===== src/rtl/ps2_pkg.sv =====
// Shared PS/2 receive definitions: FSM encoding and scan-code constants
// also consumed by the tone generator.
package ps2_pkg;

  typedef enum logic [1:0] {IDLE, DATA, PARITY, STOP} state_t;

  localparam logic [7:0]  PS2_BREAK     = 8'hF0;
  localparam logic [7:0]  PS2_EXT       = 8'hE0;
  localparam int unsigned PS2_DATA_BITS = 8;

endpackage


===== src/rtl/ps2_clk_filter.sv =====
// Synchronises the raw PS/2 clock, rejects glitches shorter than FILTER_LEN
// samples and emits a one-cycle pulse on each filtered falling edge.
module ps2_clk_filter #(
  parameter int unsigned FILTER_LEN = 8
) (
  input  logic clk,
  input  logic rst,
  input  logic ps2_clk,
  output logic fall
);

  logic [1:0] sync;
  logic       filt;
  logic [7:0] cnt;

  always_ff @(posedge clk) begin
    if (!rst) begin
      sync <= '1;
      filt <= 1'b1;
      cnt  <= '0;
      fall <= 1'b0;
    end else begin
      sync <= {sync[0], ps2_clk};
      fall <= 1'b0;
      if (sync[1] != filt) begin
        if (cnt == 8'(FILTER_LEN - 1)) begin
          filt <= sync[1];
          cnt  <= '0;
          fall <= filt;
        end else begin
          cnt <= cnt + 8'd1;
        end
      end else begin
        cnt <= '0;
      end
    end
  end

endmodule


===== src/rtl/ps2_keycode_rx.sv =====
// PS/2 keyboard frame receiver: validates start/parity/stop and shifts each
// accepted byte into a two-byte keycode history for the tone generator.
module ps2_keycode_rx
  import ps2_pkg::*;
#(
  parameter int unsigned FILTER_LEN     = 8,
  parameter int unsigned TIMEOUT_CYCLES = 100000
) (
  input  logic        clk,
  input  logic        rst,
  input  logic        ps2_clk,
  input  logic        ps2_data,
  output logic [15:0] keycode,
  output logic        key_valid,
  output logic        frame_err,
  output logic        rx_busy
);

  localparam int unsigned TW = $clog2(TIMEOUT_CYCLES + 1);

  state_t                     state, state_next;
  logic [1:0]                 data_sync;
  logic                       data;
  logic                       fall;
  logic [2:0]                 bit_cnt;
  logic [PS2_DATA_BITS-1:0]   shreg;
  logic                       par_bit;
  logic [TW-1:0]              tcnt;
  logic                       timeout, start, shift_en, par_en, accept, reject;

  assign data = data_sync[1];

  ps2_clk_filter #(.FILTER_LEN(FILTER_LEN)) u_filter (
    .clk     (clk),
    .rst     (rst),
    .ps2_clk (ps2_clk),
    .fall    (fall)
  );

  always_ff @(posedge clk) begin
    if (!rst) state <= IDLE;
    else      state <= state_next;
  end

  always_comb begin
    state_next = state;
    if (timeout) begin
      state_next = IDLE;
    end else if (fall) begin
      unique case (state)
        IDLE:   if (!data) state_next = DATA;
        DATA:   if (bit_cnt == 3'(PS2_DATA_BITS - 1)) state_next = PARITY;
        PARITY: state_next = STOP;
        STOP:   state_next = IDLE;
        default: state_next = IDLE;
      endcase
    end
  end

  // tcnt counts cycles since the last fall (fall cycle included), so the abort
  // edge is the one on which it would reach TIMEOUT_CYCLES; timeout beats fall.
  always_comb begin
    rx_busy  = (state != IDLE);
    timeout  = rx_busy && (tcnt == TW'(TIMEOUT_CYCLES - 1));
    start    = fall && (state == IDLE) && !data;
    shift_en = fall && !timeout && (state == DATA);
    par_en   = fall && !timeout && (state == PARITY);
    accept   = fall && !timeout && (state == STOP) && data && (^{shreg, par_bit});
    reject   = timeout || (fall && (state == STOP) && !accept);
  end

  always_ff @(posedge clk) begin
    if (!rst) begin
      data_sync <= '1;
      keycode   <= '0;
      key_valid <= 1'b0;
      frame_err <= 1'b0;
      bit_cnt   <= '0;
      shreg     <= '0;
      par_bit   <= 1'b0;
      tcnt      <= '0;
    end else begin
      data_sync <= {data_sync[0], ps2_data};
      key_valid <= accept;
      frame_err <= reject;
      if (accept)   keycode <= {keycode[7:0], shreg};
      if (start)         bit_cnt <= '0;
      else if (shift_en) bit_cnt <= bit_cnt + 3'd1;
      if (shift_en) shreg <= {data, shreg[PS2_DATA_BITS-1:1]};
      if (par_en)   par_bit <= data;
      if (state_next == IDLE) tcnt <= '0;
      else if (fall)          tcnt <= TW'(1);
      else                    tcnt <= tcnt + TW'(1);
    end
  end

endmodule


===== config.mk =====
export PLATFORM = sky130hd
export DESIGN_NAME = ps2_keycode_rx
export DESIGN_NICKNAME = d
export VERILOG_FILES = /design/src/rtl/ps2_pkg.sv /design/src/rtl/ps2_clk_filter.sv /design/src/rtl/ps2_keycode_rx.sv
export SDC_FILE = /design/constraint.sdc
export NUM_CORES = 1
export LEC_CHECK = 0
export ABC_AREA = 0
export CAP_MARGIN = 15
export CORE_MARGIN = 3
export CORE_UTILIZATION = 59
export CTS_BUF_LIST = sky130_fd_sc_hd__clkbuf_4
export DETAILED_ROUTE_END_ITERATION = 8
export DONT_BUFFER_PORTS = 1
export PLACE_DENSITY = 0.89
export REMOVE_ABC_BUFFERS = 1
export SLEW_MARGIN = 20
export SYNTH_ARGS = -nofsm -noshare
export SYNTH_HDL_FRONTEND = slang
export SYNTH_SLANG_ARGS = --single-unit

===== constraint.sdc =====
create_clock -name clk -period 1.75 [get_ports clk]
set_clock_uncertainty 0.1 [all_clocks]
set_input_delay 0.2625 -clock clk [delete_from_list [all_inputs] [get_ports clk]]
set_output_delay 0.2625 -clock clk [all_outputs]
set_load 0.005 [all_outputs]

==> results_dict.tcl <==
set metrics [dict create \
    power.internal_mw 1.73 \
    p_sw_share_pct 21.8 \
    antenna_found_initial 0 \
    vias_per_cell 5.48 \
    dieArea_um2 5240 \
    synthXorXnorAreaFrac_pct 10.9 \
    drtIter0Drc 111 \
    ys_seq_area_share_pct 48.5 \
    hold-worst-slack_ns 0.100 \
    critPathLaunchType "flip-flop" \
    hp-class "in -> reg" \
    yosys.area_share.simple_pct 21.4 \
    finalCritPeriodShare_pct 114 \
    dp_cells 330 \
    io_pins 23 \
    die_x_um 72.4 \
    root_buffer "clkbuf_4" \
    final_nets 311 \
    crit_start "shreg[2]" \
    timing.fmax_mhz 501 \
    crit_fanout 8 \
    drtAntennaViolNets 0 \
    gp_congestion 0.766 \
    rr_startpoint "shreg[2]" \
    grt_pass1_vias 1897 \
    yosys_register_bits 63 \
    cp-end-kind "flip-flop" \
    coreArea_um2 4120 \
    required_ns 1.97 \
    synthMuxAreaShare_pct 10.8 \
    syn2layout_area_growth_pct 21.8 \
    layout.cells.non_filler 356 \
    drt_pass1_iterations 4 \
    yosys_most_used_dff "dfxtp_1" \
    clock_latency_ns 0.39 \
    violations "negative setup slack" \
    drt_wl_total_mm 5.77 \
    setup_ws_ns -0.244 \
    yosys_warnings 0 \
    synth_top_family_by_area "simple AND/OR/NAND/NOR gates" \
    min_period_ns 1.99 \
    synthAdderAreaFrac_pct 1.92 \
    grt_pass1_wl_mm 8.71 \
    setup_violations 18 \
    rsz0062_at_grt "yes" \
    irDropWorstVdd_uv 502 \
    avgSynthCellArea_um2 9.63 \
    synth_compound_area_share_pct 3.17 \
    finalSetupTns_ns -3.51 \
    synth_cell_type_count 33 \
    num_rows 23 \
    grt_max_degree 42 \
    power_frac_clock_pct 33.1 \
    synth-edff-count 0 \
    grt_util_all_layers_pct 21.9 \
    hp-start "rst" \
    wl_per_cell_um 16.2 \
    critPathKind "reg -> reg" \
    cts_inserted_buffers 9 \
    async_reset_ff_share_pct 0 \
    pre_cts_ws_ns -0.192 \
    seq_power_share_pct 65.1 \
    die_h_um 72.4 \
    p_comb_share_pct 1.8 \
    slew_violations 0 \
    clockBufferDepth 2 \
    power.switching_mw 0.482 \
    syn_inst 270 \
    drive_gt1_share_pct 25.2 \
    utilization_pct 77.0 \
    tightestPinTransition_ns 0.470 \
    status "finished, violations left" \
    n_fill_cell 258 \
    start_util_pct 63.2 \
    maxCapViolCount 0 \
    cts.clk_slew.worst_paths_ns 0.10 \
    diodes 0 \
    arrival_ns 2.21 \
    dpl.hpwl_mm 3.12 \
    cts.sinks 63 \
    p_leak_nw 1.14 \
    hold_viol_final 0 \
    netlist_area_um2 2600 \
    power_density_nw_per_um2 698 \
    slew_headroom_pct 68.4 \
    htreeDepth 3 \
    port_buffers 0 \
    tritoncts "yes" \
    drc 0 \
    num_vias 1952 \
    grt.overflow.total 0 \
]
## area by class of cell
class / instances / area [um^2] / area share, %
Tap cell: 50 / 62.6 / 1.97
Clock buffer: 10 / 75.1 / 2.37
Timing Repair Buffer: 33 / 348 / 11.0
Clock inverter: 4 / 15.0 / 0.474
Sequential cell: 63 / 1280 / 40.3
Inverter: 5 / 18.8 / 0.592
Multi-Input combinational cell: 191 / 1370 / 43.3
## cells in the final DEF (no fill, tap or decap), types with 3 or more instances in the layout
cell,synthesis,final
nand3_1,11,11
nor2b_1,9,9
nand2_1,38,37
dlygate4sd3_1,0,3
clkinv_1,0,4
nand2b_1,4,4
inv_1,5,5
xnor2_1,13,12
dfxtp_1,63,51
buf_12,1,3
dfxtp_2,0,12
xor2_1,15,15
and2_1,4,4
nor3_1,4,3
nor2_1,32,24
mux2i_1,28,27
and3_1,6,6
nor2_2,0,8
buf_4,0,21
clkbuf_4,0,11
## registers in the layout, summed over array words and instances (netlist names)
register / flops
key_valid: 1
par_bit: 1
shreg: 8
u_filter.sync: 2
tcnt: 17
u_filter.fall: 1
bit_cnt: 3
u_filter.filt: 1
frame_err: 1
keycode: 16
data_sync: 2
u_filter.cnt: 8
state: 2
## synthesized netlist by cell type (3+ instances only)
library cell / n / share of area, %
nor2_1: 32 / 4.6
nand2_1: 38 / 5.5
and4_1: 3 / 1.0
clkbuf_1: 7 / 1.0
and3_1: 6 / 1.4
xor2_1: 15 / 5.1
dfxtp_1: 63 / 48
o21ai_0: 4 / 0.77
xnor2_1: 13 / 4.4
nand3_1: 11 / 2.1
nor3_1: 4 / 0.77
nand2b_1: 4 / 0.96
and2_1: 4 / 0.96
nor2b_1: 9 / 2.2
ha_1: 4 / 1.9
mux2i_1: 28 / 11
inv_1: 5 / 0.72
## timing repair
item	CTS	global route
setup endpoints to repair	30	48
buffers inserted	4	4
cloned	2	1
gates resized for setup	15	37
hold buffers	4	0
hold endpoints to repair	35	0
pin swaps	2	8
## power groups by stage
stage,sequential [mW],combinational (mW),clock [mW]
2_1_floorplan,1.47,0.0119,0
3_3_place_gp,1.47,0.0150,0
3_5_place_dp,1.47,0.0153,0
4_1_cts,1.44,0.0379,0.749
5_1_grt,1.44,0.0430,0.826
6_report,1.44,0.0397,0.732
## critical path, cell delays in order (launching register included)
cell and delay (ns):
dfxtp_2 0.35, xor2_1 0.15, xnor3_1 0.45, xnor2_2 0.18, nor3b_4 0.20, buf_6 0.15, buf_16 0.13, mux2i_1 0.20
## path summary, 6_finish.rpt
kind                                         to  slack (ns)  cells past startpoint
worst max-delay path                 keycode[7]       -0.24                      7
worst min-delay path            u_filter.cnt[1]        0.10                      2
worst max register to register       keycode[7]       -0.24                      7
worst min register to register     data_sync[1]        0.31                      1
## metal layers
metal / GRT usage, % / share of wire (%)
met5: 0 / 0
met4: 10.7 / 1.9
met3: 7.48 / 4.3
met2: 34.7 / 53
met1: 26.8 / 41
## cells by family (layout without fill, tap and decap cells)
group,after synthesis,after routing
AO/OA/AOI/OAI,12,12
XOR/XNOR,30,30
adder cells (fa/ha/maj),4,4
buffers and inverters,16,52
flip-flops,63,63
multiplexers,28,28
AND/OR/NAND/NOR,117,117
## metrics by stage
| step | cell area, um^2 | power, mW |
|---|---|---|
| floorplan | 2530 | 1.48 |
| global placement | 2780 | 1.49 |
| detailed placement | 2780 | 1.49 |
| CTS | 3040 | 2.23 |
| global route | 3170 | 2.31 |
| finish | 3170 | 2.21 |
(Power assumes the default switching activity.)
